## src/rtl/mem_lsu_pkg.sv

```systemverilog
// Shared core definitions for the MEM-stage load/store unit.
// Opcode and funct3 encodings, access sizes, LSU FSM states.
// Pure declarations; no logic, no latency, no flow control.
package mem_lsu_pkg;

  localparam logic [6:0] OPC_LOAD   = 7'b0000011;
  localparam logic [6:0] OPC_STORE  = 7'b0100011;
  localparam logic [6:0] OPC_BRANCH = 7'b1100011;
  localparam logic [6:0] OPC_JAL    = 7'b1101111;
  localparam logic [6:0] OPC_JALR   = 7'b1100111;

  localparam logic [2:0] F3_BEQ  = 3'b000;
  localparam logic [2:0] F3_BNE  = 3'b001;
  localparam logic [2:0] F3_BLT  = 3'b100;
  localparam logic [2:0] F3_BGE  = 3'b101;
  localparam logic [2:0] F3_BLTU = 3'b110;
  localparam logic [2:0] F3_BGEU = 3'b111;

  localparam logic [1:0] SZ_B = 2'd0;
  localparam logic [1:0] SZ_H = 2'd1;
  localparam logic [1:0] SZ_W = 2'd2;
  localparam logic [1:0] SZ_D = 2'd3;

  typedef enum logic [1:0] {
    ST_IDLE   = 2'd0,
    ST_ACCESS = 2'd1,
    ST_HOLD   = 2'd2
  } lsu_state_e;

  // Low-address bits that must be zero for a naturally aligned access.
  function automatic logic [2:0] align_mask(input logic [1:0] sz);
    case (sz)
      SZ_B:    align_mask = 3'b000;
      SZ_H:    align_mask = 3'b001;
      SZ_W:    align_mask = 3'b011;
      default: align_mask = 3'b111;
    endcase
  endfunction

endpackage

```

## src/rtl/mem_lsu_align.sv

```systemverilog
// Byte-lane alignment: store data/enables shifted to the lane, load lane extracted and extended.
// Purely combinational, zero latency.
// No flow control; outputs follow inputs.
module lsu_align
  import mem_lsu_pkg::*;
#(
  parameter int XLEN = 64
) (
  input  logic [$clog2(XLEN/8)-1:0] off_i,
  input  logic [1:0]                size_i,
  input  logic                      uns_i,
  input  logic [XLEN-1:0]           sdata_i,
  input  logic [XLEN-1:0]           rdata_i,
  output logic [XLEN/8-1:0]         be_o,
  output logic [XLEN-1:0]           wdata_o,
  output logic [XLEN-1:0]           ldata_o
);

  logic [XLEN/8-1:0] lane_mask;
  logic [XLEN-1:0]   shifted;

  // Store side: size mask and data moved up to the addressed byte lane.
  always_comb begin
    lane_mask = '0;
    case (size_i)
      SZ_B:    lane_mask = (XLEN/8)'(1);
      SZ_H:    lane_mask = (XLEN/8)'(3);
      SZ_W:    lane_mask = (XLEN/8)'(15);
      default: lane_mask = '1;
    endcase
    be_o    = lane_mask << off_i;
    wdata_o = sdata_i << {off_i, 3'b000};
  end

  // Load side: bring the addressed lane down to bit 0, then sign/zero extend.
  always_comb begin
    shifted = rdata_i >> {off_i, 3'b000};
    ldata_o = shifted;
    case (size_i)
      SZ_B:    ldata_o = uns_i ? XLEN'(shifted[7:0])  : XLEN'($signed(shifted[7:0]));
      SZ_H:    ldata_o = uns_i ? XLEN'(shifted[15:0]) : XLEN'($signed(shifted[15:0]));
      SZ_W:    ldata_o = uns_i ? XLEN'(shifted[31:0]) : XLEN'($signed(shifted[31:0]));
      default: ldata_o = shifted;
    endcase
  end

endmodule

```

## src/rtl/mem_lsu.sv

```systemverilog
// MEM stage: data-memory access FSM, branch resolution and writeback pipeline registers.
// Zero added latency when DMEM_ACK arrives with the request; otherwise stalls until ACK or timeout.
// MEM_STALL holds upstream while a request is outstanding; WB_STALL freezes WB regs (read data parked in HOLD).
module mem_lsu
  import mem_lsu_pkg::*;
#(
  parameter int XLEN    = 64,
  parameter int TIMEOUT = 255
) (
  input  logic              CLK,
  input  logic              RESET,
  input  logic              WB_STALL,
  input  logic              MEM_V,
  input  logic [31:0]       MEM_IR,
  input  logic [XLEN-1:0]   MEM_ALU_RESULT,
  input  logic [XLEN-1:0]   MEM_SR1,
  input  logic [XLEN-1:0]   MEM_SR2,
  input  logic [XLEN-1:0]   MEM_NPC,
  output logic              DMEM_REQ,
  output logic              DMEM_WE,
  output logic [XLEN-1:0]   DMEM_ADDR,
  output logic [XLEN/8-1:0] DMEM_BE,
  output logic [XLEN-1:0]   DMEM_WDATA,
  input  logic              DMEM_ACK,
  input  logic [XLEN-1:0]   DMEM_RDATA,
  output logic              WB_V,
  output logic [31:0]       WB_IR,
  output logic [XLEN-1:0]   WB_NPC,
  output logic [XLEN-1:0]   WB_ALU_RESULT,
  output logic [XLEN-1:0]   WB_MEM_RESULT,
  output logic              WB_PC_MUX,
  output logic              MEM_LAM,
  output logic              MEM_SAM,
  output logic              MEM_LAF,
  output logic              MEM_SAF,
  output logic              MEM_STALL
);

  localparam int NB = XLEN / 8;
  localparam int OW = $clog2(NB);
  localparam int CW = $clog2(TIMEOUT + 1);

  lsu_state_e        state_q, state_d;
  logic [CW-1:0]     cnt_q, cnt_d;
  logic [XLEN-1:0]   hold_q, hold_d;

  logic [6:0]        opcode;
  logic [2:0]        f3;
  logic [1:0]        size;
  logic [OW-1:0]     off;
  logic [2:0]        amask;
  logic              is_load, is_store, misal, bad_size, mem_ok;
  logic              req, stall, tmo, adv;
  logic              pc_mux;
  logic [NB-1:0]     be;
  logic [XLEN-1:0]   wdata, ldata, mem_res;

  logic              wb_v_q, wb_pc_mux_q;
  logic [31:0]       wb_ir_q;
  logic [XLEN-1:0]   wb_npc_q, wb_alu_q, wb_mem_q;
  logic              lam_q, sam_q, laf_q, saf_q;

  assign opcode   = MEM_IR[6:0];
  assign f3       = MEM_IR[14:12];
  assign size     = f3[1:0];
  assign off      = MEM_ALU_RESULT[OW-1:0];
  assign amask    = align_mask(size);
  assign is_load  = MEM_V && (opcode == OPC_LOAD);
  assign is_store = MEM_V && (opcode == OPC_STORE);
  assign misal    = |(off & amask[OW-1:0]);
  // Doubleword accesses do not exist on a 32-bit datapath: fault instead of issuing.
  assign bad_size = (XLEN == 32) && (size == SZ_D);
  assign mem_ok   = (is_load || is_store) && !misal && !bad_size;

  lsu_align #(.XLEN(XLEN)) u_align (
    .off_i   (off),
    .size_i  (size),
    .uns_i   (f3[2]),
    .sdata_i (MEM_SR2),
    .rdata_i (DMEM_RDATA),
    .be_o    (be),
    .wdata_o (wdata),
    .ldata_o (ldata)
  );

  // Access FSM: request issue, ACK wait with timeout, and parking read data while writeback is stalled.
  always_comb begin
    state_d = state_q;
    cnt_d   = cnt_q;
    hold_d  = hold_q;
    req     = 1'b0;
    stall   = 1'b0;
    tmo     = 1'b0;
    case (state_q)
      ST_IDLE: begin
        if (mem_ok) begin
          req = 1'b1;
          if (DMEM_ACK) begin
            if (WB_STALL) begin
              state_d = ST_HOLD;
              hold_d  = ldata;
            end
          end else begin
            stall   = 1'b1;
            state_d = ST_ACCESS;
            cnt_d   = CW'(1);
          end
        end
      end
      ST_ACCESS: begin
        if (cnt_q >= CW'(TIMEOUT)) begin
          // Request is dropped and the access completes with a fault; the
          // counter stays saturated until writeback can take the result.
          tmo = 1'b1;
          if (!WB_STALL) begin
            state_d = ST_IDLE;
            cnt_d   = '0;
          end
        end else begin
          req = 1'b1;
          if (DMEM_ACK) begin
            cnt_d = '0;
            if (WB_STALL) begin
              state_d = ST_HOLD;
              hold_d  = ldata;
            end else begin
              state_d = ST_IDLE;
            end
          end else begin
            stall = 1'b1;
            cnt_d = cnt_q + CW'(1);
          end
        end
      end
      ST_HOLD: begin
        // HOLD releases the stage in the same cycle writeback opens up, so the
        // parked result retires without re-requesting memory.
        stall = WB_STALL;
        if (!WB_STALL) state_d = ST_IDLE;
      end
      default: state_d = ST_IDLE;
    endcase
  end

  // FSM, timeout counter and hold buffer registers.
  always_ff @(posedge CLK) begin
    if (RESET) begin
      state_q <= ST_IDLE;
      cnt_q   <= '0;
      hold_q  <= '0;
    end else begin
      state_q <= state_d;
      cnt_q   <= cnt_d;
      hold_q  <= hold_d;
    end
  end

  // Branch/jump resolution for the redirect mux.
  always_comb begin
    pc_mux = 1'b0;
    if (MEM_V) begin
      if (opcode == OPC_JAL || opcode == OPC_JALR) begin
        pc_mux = 1'b1;
      end else if (opcode == OPC_BRANCH) begin
        case (f3)
          F3_BEQ:  pc_mux = (MEM_SR1 == MEM_SR2);
          F3_BNE:  pc_mux = (MEM_SR1 != MEM_SR2);
          F3_BLT:  pc_mux = ($signed(MEM_SR1) <  $signed(MEM_SR2));
          F3_BGE:  pc_mux = ($signed(MEM_SR1) >= $signed(MEM_SR2));
          F3_BLTU: pc_mux = (MEM_SR1 <  MEM_SR2);
          F3_BGEU: pc_mux = (MEM_SR1 >= MEM_SR2);
          default: pc_mux = 1'b0;
        endcase
      end
    end
  end

  // Load result selection: parked data after HOLD, live lane otherwise, zero on timeout.
  always_comb begin
    mem_res = '0;
    if (is_load && !tmo) mem_res = (state_q == ST_HOLD) ? hold_q : ldata;
  end

  assign adv = !WB_STALL && !stall;

  // Writeback pipeline registers advance only when neither side is stalled.
  always_ff @(posedge CLK) begin
    if (RESET) begin
      wb_v_q      <= 1'b0;
      wb_ir_q     <= '0;
      wb_npc_q    <= '0;
      wb_alu_q    <= '0;
      wb_mem_q    <= '0;
      wb_pc_mux_q <= 1'b0;
    end else if (adv) begin
      wb_v_q      <= MEM_V;
      wb_ir_q     <= MEM_IR;
      wb_npc_q    <= MEM_NPC;
      wb_alu_q    <= MEM_ALU_RESULT;
      wb_mem_q    <= mem_res;
      wb_pc_mux_q <= pc_mux;
    end
  end

  // Fault flags travel with the instruction; an empty slot clears them even while stalled.
  always_ff @(posedge CLK) begin
    if (RESET) begin
      lam_q <= 1'b0;
      sam_q <= 1'b0;
      laf_q <= 1'b0;
      saf_q <= 1'b0;
    end else if (adv || !MEM_V) begin
      lam_q <= is_load  && misal;
      sam_q <= is_store && misal;
      laf_q <= is_load  && (bad_size || tmo);
      saf_q <= is_store && (bad_size || tmo);
    end
  end

  // A reset in the middle of an access must not leave the request asserted.
  assign DMEM_REQ   = req && !RESET;
  assign DMEM_WE    = DMEM_REQ && is_store;
  assign DMEM_ADDR  = {MEM_ALU_RESULT[XLEN-1:OW], {OW{1'b0}}};
  assign DMEM_BE    = DMEM_REQ ? be : '0;
  assign DMEM_WDATA = DMEM_REQ ? wdata : '0;
  assign MEM_STALL  = stall;

  assign WB_V          = wb_v_q;
  assign WB_IR         = wb_ir_q;
  assign WB_NPC        = wb_npc_q;
  assign WB_ALU_RESULT = wb_alu_q;
  assign WB_MEM_RESULT = wb_mem_q;
  assign WB_PC_MUX     = wb_pc_mux_q;
  assign MEM_LAM       = lam_q;
  assign MEM_SAM       = sam_q;
  assign MEM_LAF       = laf_q;
  assign MEM_SAF       = saf_q;

endmodule

```

## config.mk

```make
export PLATFORM = sky130hd
export DESIGN_NAME = mem_lsu
export DESIGN_NICKNAME = d
export VERILOG_FILES = /design/src/rtl/mem_lsu_pkg.sv /design/src/rtl/mem_lsu_align.sv /design/src/rtl/mem_lsu.sv
export SDC_FILE = /design/constraint.sdc
export NUM_CORES = 1
export LEC_CHECK = 0
export CAP_MARGIN = 20
export CORE_AREA = 8 8 273 275
export DETAILED_ROUTE_END_ITERATION = 7
export DIE_AREA = 0 0 281 283
export PLACE_DENSITY = 0.62
export RECOVER_POWER = 50
export SLEW_MARGIN = 0
export SYNTH_ARGS = -nofsm -noshare
export SYNTH_HDL_FRONTEND = slang
export SYNTH_SLANG_ARGS = --single-unit
```

## constraint.sdc

```tcl
create_clock -name CLK -period 3.19 [get_ports CLK]
set_input_delay 0.638 -clock CLK [delete_from_list [all_inputs] [get_ports CLK]]
set_output_delay 0.638 -clock CLK [all_outputs]
set_load 0.005 [all_outputs]
```

# Word level (Yosys, flattened, before mapping)
# Cells that the tools add are included.
# W data, S select, Z words.
# totals
regBits	304
output_inout_bits	369
# op_classes
mux	42
bitwise	1
shift	3
eq_ne	22
n_addsub	1
reduce_logical	28
magnitude_cmp	5
# op_table
op	n
$mux W64	10
$pmux W64 S3	1
$ge A64 B64 Y1	2
$lt A64 B64 Y1	2
$pmux W64 S2	1
$eq A64 B64 Y1	1
$ne A64 B64 Y1	1
$shl A64 B6 Y64	1
$shr A64 B6 Y64	1
$mux W8	6
$pmux W8 S3	1
$eq A7 B7 Y1 const B	3
$pmux W8 S2	1
$mux W2	7
$eq A3 B3 Y1 const B	4
$logic_and A1 B1 Y1	11
$mux W1	10
$ne A3 B3 Y1 const B	3
$pmux W3 S3	1
$add A8 B1 Y8 const B	1
$ge A8 B8 Y1 const B	1
$shl A8 B3 Y8	1
$eq A7 B2 Y1 const B	1
$eq A7 B6 Y1 const B	1
17 further kinds	30

# Depth between registers and ports, before layout
# logic_depth
depth_word	11
mapped_depth	12
ltp_nobuf	10

# By module
# Synthesis repeated with hierarchy kept, for this count alone.
# hier_totals
hier_cells	2428
hier_area_um2	18545.3
# modules_own_cells
module	cells_per_inst	seq_area_each_um2	n_inst	area_each_um2
mem_lsu	1828	6085.8	1	14154.8
lsu_align	600	0.0	1	4390.5

# Least setup slack after synthesis
# OpenSTA, ideal clock, no wires.
# synth_path
path_type	input port to output port
from	input MEM_IR[3]
to	output DMEM_BE[5]
t_arrival_ns	2.579
path_buffers	1
cell_stages	7
path_slack_ns	-0.027
path_cell_list	nand4bb_1 -> or4_1 -> or2_2 -> a21oi_1 -> nand2b_1 -> clkbuf_1 -> a2111oi_0
# synth_between
elab_chain_len	8
# synth_rtl
item	line	source
from (decl)	mem_lsu.sv:14	input logic [31:0] MEM_IR,
$eq A7 B2 Y1 / $eq A7 B6 Y1 (equally long branches)	mem_lsu.sv:68, mem_lsu.sv:69	
$logic_and A1 B1 Y1, on equally long branches	mem_lsu.sv:68, mem_lsu.sv:69	
$logic_or A1 B1 Y1 *	mem_lsu.sv:73	assign mem_ok = (is_load || is_store) && !misal && !bad_size;
$logic_and A1 B1 Y1 *	mem_lsu.sv:73	
$mux W1 *	mem_lsu.sv:96	if (mem_ok) begin
$pmux W1 S2 *	mem_lsu.sv:94	case (state_q)
$logic_and A1 B1 Y1 *	mem_lsu.sv:221	assign DMEM_REQ = req && !RESET;
$mux W8 *	mem_lsu.sv:224	assign DMEM_BE = DMEM_REQ ? be : '0;
to (decl)	mem_lsu.sv:22	output logic [XLEN/8-1:0] DMEM_BE,
# Every way passes the cells marked *; elsewhere a longest branch is shown, timed or not.

# Worst setup path in the final report
# layout_path
from	input MEM_IR[3]
to	output DMEM_WDATA[0]
# layout_between
elab_chain_len	8
# layout_rtl
item	line	source
$eq A7 B2 Y1 / $eq A7 B6 Y1 (equally long branches)	mem_lsu.sv:68, mem_lsu.sv:69	
$logic_and A1 B1 Y1, on equally long branches	mem_lsu.sv:68, mem_lsu.sv:69	
$logic_or A1 B1 Y1 *	mem_lsu.sv:73	
$logic_and A1 B1 Y1 *	mem_lsu.sv:73	
$mux W1 *	mem_lsu.sv:96	
$pmux W1 S2 *	mem_lsu.sv:94	
$logic_and A1 B1 Y1 *	mem_lsu.sv:221	
$mux W64 *	mem_lsu.sv:225	assign DMEM_WDATA = DMEM_REQ ? wdata : '0;
to (decl)	mem_lsu.sv:23	output logic [XLEN-1:0] DMEM_WDATA,
# Marked as above.

==> run metrics <==
clock sink total=304; drt via density=4.82; Initial Util=24.5%; # IOs=726; Post-DP HPWL=74.0 mm; final instance area=29,200 um^2; Hold Vio Cnt, Final=0; syn avg cell area=7.74 um^2; final setup fails=70; relative max-transition margin=43.9%; final worst-path cycle share=108%; global-route congestion overflow total=0; antenna violations before repair=22; maximum operating frequency=0.290 GHz; max-cap violations=0; Internal=0.00804 W; WS Path Type=in2out; Post-Place Cell Area=27,200 um^2; highest-count cells in the layout ignoring fill and taps=clkdlybuf4s50_1, nand2_1, dfxtp_1; Rows=98; Die Ht=283 um; origin of the critical flop-to-flop path=cnt_q[1]; Non-Filler Instances=4,082; critical path fanouts, max=3; sequential share of power=35.7%; Psw=0.00307 W; total power=0.0111 W; Hold Slack=0.385 ns; vias in the first global route=19,000; clk buf depth=3; Post-synth EDFFs=0; Worst Tran Pin Value=0.842 ns; WL final=92.5 mm; Worst-path clk slew=0.06 ns; number of distinct library cells after synthesis=57; FF+latch count, synth=304; Clock Root Buffer=clkbuf_16; Req. time, crit path=2.55 ns; Worst Setup Start Kind=input pin; reg-to-reg endpoint=WB_MEM_RESULT[0]; failing checks=negative setup slack; Placed Cells=3,970; Routed Antenna Nets=0; Worst-Skew Late Latency=0.55 ns; via count=19,700; Buffers on Ports=722; FF-to-FF path depth=13; Post-Synthesis Cells=2,230; ys async rst share=0%; CP startpoint=MEM_IR[3]; Logic pwr share=22.4%; Clk pwr share=41.9%; most common cell after layout, fill and taps aside=clkdlybuf4s50_1; GPL Wtd Cong=0.963; CTS tree=built; Synth-to-Final Area Change=69.2%; Setup crit end=DMEM_WDATA[0]; die extent in x=281 um; Max H-tree Level=2; DR iter-0 viols=1,475; status=finished, violations left; CP Data Arrival Time=2.81 ns; residual DRC count=0; fillcell total=7,113; largest net degree at the start of global routing=140; sequential cell area fraction in the yosys report=35.3%; ratio of cells with drive above 1 in the final layout=20.2%; wire per inst=22.7 um; first drt pass iteration count=6; Final Skew=0.0156 ns; die area=79,500 um^2; P_leak=12.4 nW; PD cells=381 nW/um^2; hold bufs inserted after CTS=0; Total GRT Usage=21.9%; core area=70,500 um^2; TritonCTS Buffers=38; switching share of total power=27.6%; Nets=3,507; Post-synth top flop=dfxtp_1; IR drop worst, VDD=0.000343 V; Netlist Area Pre-Place=17,300 um^2; minimum clock period=3.44 ns; Min-Delay Path Class=in2reg; max-slew violation count=0; Worst Setup End Kind=primary output; R2R setup slack=0.42 ns; Syn. warnings=0; first-pass GRT wire length=131 mm; RSZ-0062 raised after global routing=true; setup ws final=-0.254 ns
==> how the worst min path moves through the flow <==
stage | end | cells past startpoint | start
floorplan | WB_MEM_RESULT[31] | 2 | WB_MEM_RESULT[31]
global placement | WB_NPC[34] | 2 | WB_NPC[34]
detailed placement | WB_ALU_RESULT[32] | 2 | WB_ALU_RESULT[32]
CTS | WB_ALU_RESULT[47] | 2 | RESET
global route | WB_ALU_RESULT[40] | 2 | RESET
finish | WB_ALU_RESULT[47] | 2 | RESET
==> kinds of logic after synthesis <==
kind of cell,after synthesis,share of synthesized area (%)
buf+inv,316,8.66
simple gates,797,19.3
flops,304,35.3
xor+xnor,3,0.152
other cells,1,0.0217
compound gates,603,20.7
fa+ha+maj,65,4.71
mux,141,11.2
==> area by class of cell <==
| cell class | count | area, um^2 | share of cell area [%] |
|---|---|---|---|
| sequential | 304 | 6090 | 20.8 |
| multi-input combinational | 1612 | 10300 | 35.1 |
| antenna | 17 | 42.5 | 0.146 |
| clock inverter | 15 | 233 | 0.797 |
| timing repair buffer | 1053 | 9980 | 34.2 |
| clock buffer | 55 | 1120 | 3.82 |
| inverter | 76 | 298 | 1.02 |
| tap | 950 | 1190 | 4.07 |
==> through the flow <==
stage	util (%)	TNS, ns	setup slack, ns
floorplan	-	0	0.0117
global placement	38.6	-148.75	-1.24
detailed placement	38.6	-150.08	-1.27
CTS	40.7	-6.58	-0.234
global route	41.4	-12.71	-0.298
finish	41.4	-9.23	-0.254
==> power by group through the flow <==
stage	Sequential, W	Clock, W	Combinational [W]
floorplan	0.00406	0	0.000947
global placement	0.00405	0	0.00246
detailed placement	0.00405	0	0.00246
CTS	0.00397	0.00478	0.00249
global route	0.00398	0.00493	0.00266
finish	0.00396	0.00466	0.00249
==> synth_stat cells, types with 8 or more instances <==
master | n | area, um^2
a211oi_1 | 99 | 743
a21o_1 | 12 | 90.1
a21oi_1 | 304 | 1520
a22o_1 | 31 | 272
a22oi_1 | 19 | 143
and3_1 | 18 | 113
buf_1 | 19 | 71.3
buf_2 | 31 | 155
buf_4 | 64 | 480
clkbuf_1 | 122 | 458
dfxtp_1 | 304 | 6090
ha_1 | 65 | 813
inv_1 | 76 | 285
mux2_2 | 22 | 248
mux2i_1 | 80 | 801
mux4_2 | 39 | 878
nand2_1 | 422 | 1580
nand2b_1 | 8 | 50.1
nand3_1 | 9 | 45.0
nand4_1 | 20 | 125
nor2_1 | 238 | 893
nor2b_1 | 12 | 75.1
nor3_1 | 22 | 110
nor4_1 | 12 | 75.1
o21a_1 | 9 | 67.6
o21ai_0 | 79 | 395
o21ai_1 | 19 | 95.1
or3_1 | 13 | 81.3
==> routing by layer <==
layer  vias to the layer above  GRT usage, %  wire length [um]
li1                       9435             -                 -
met1                      9243          26.9             37300
met2                       841          36.4             43600
met3                       160          5.53              8120
met4                         8          8.59              3520
met5                         -             0                55
==> critical path, stage by stage <==
cell and delay (ns):
buf_8 0.10, nand4bb_4 0.22, or4_4 0.53, buf_6 0.15, o21ai_4 0.14, nand2b_1 0.10
or3_4 0.40, nor3_4 0.16, buf_4 0.14, and2_4 0.14, buf_6 0.09
==> timing repair <==
action | in CTS | in global routing
setup endpoints to repair | 75 | 76
gates cloned | 4 | 1
gates resized for setup | 408 | 90
setup buffers | 15 | 13
pin swaps | 33 | 22
==> sequential cells by signal (all words and copies together), names as in the netlist <==
signal and flops:
WB_IR 32, WB_MEM_RESULT 64, WB_ALU_RESULT 64, MEM_SAM 1
WB_V 1, MEM_SAF 1, WB_PC_MUX 1, hold_q 64
cnt_q 8, MEM_LAF 1, state_q 2, WB_NPC 64
MEM_LAM 1
Note: power is estimated with default switching activity, not from simulation.
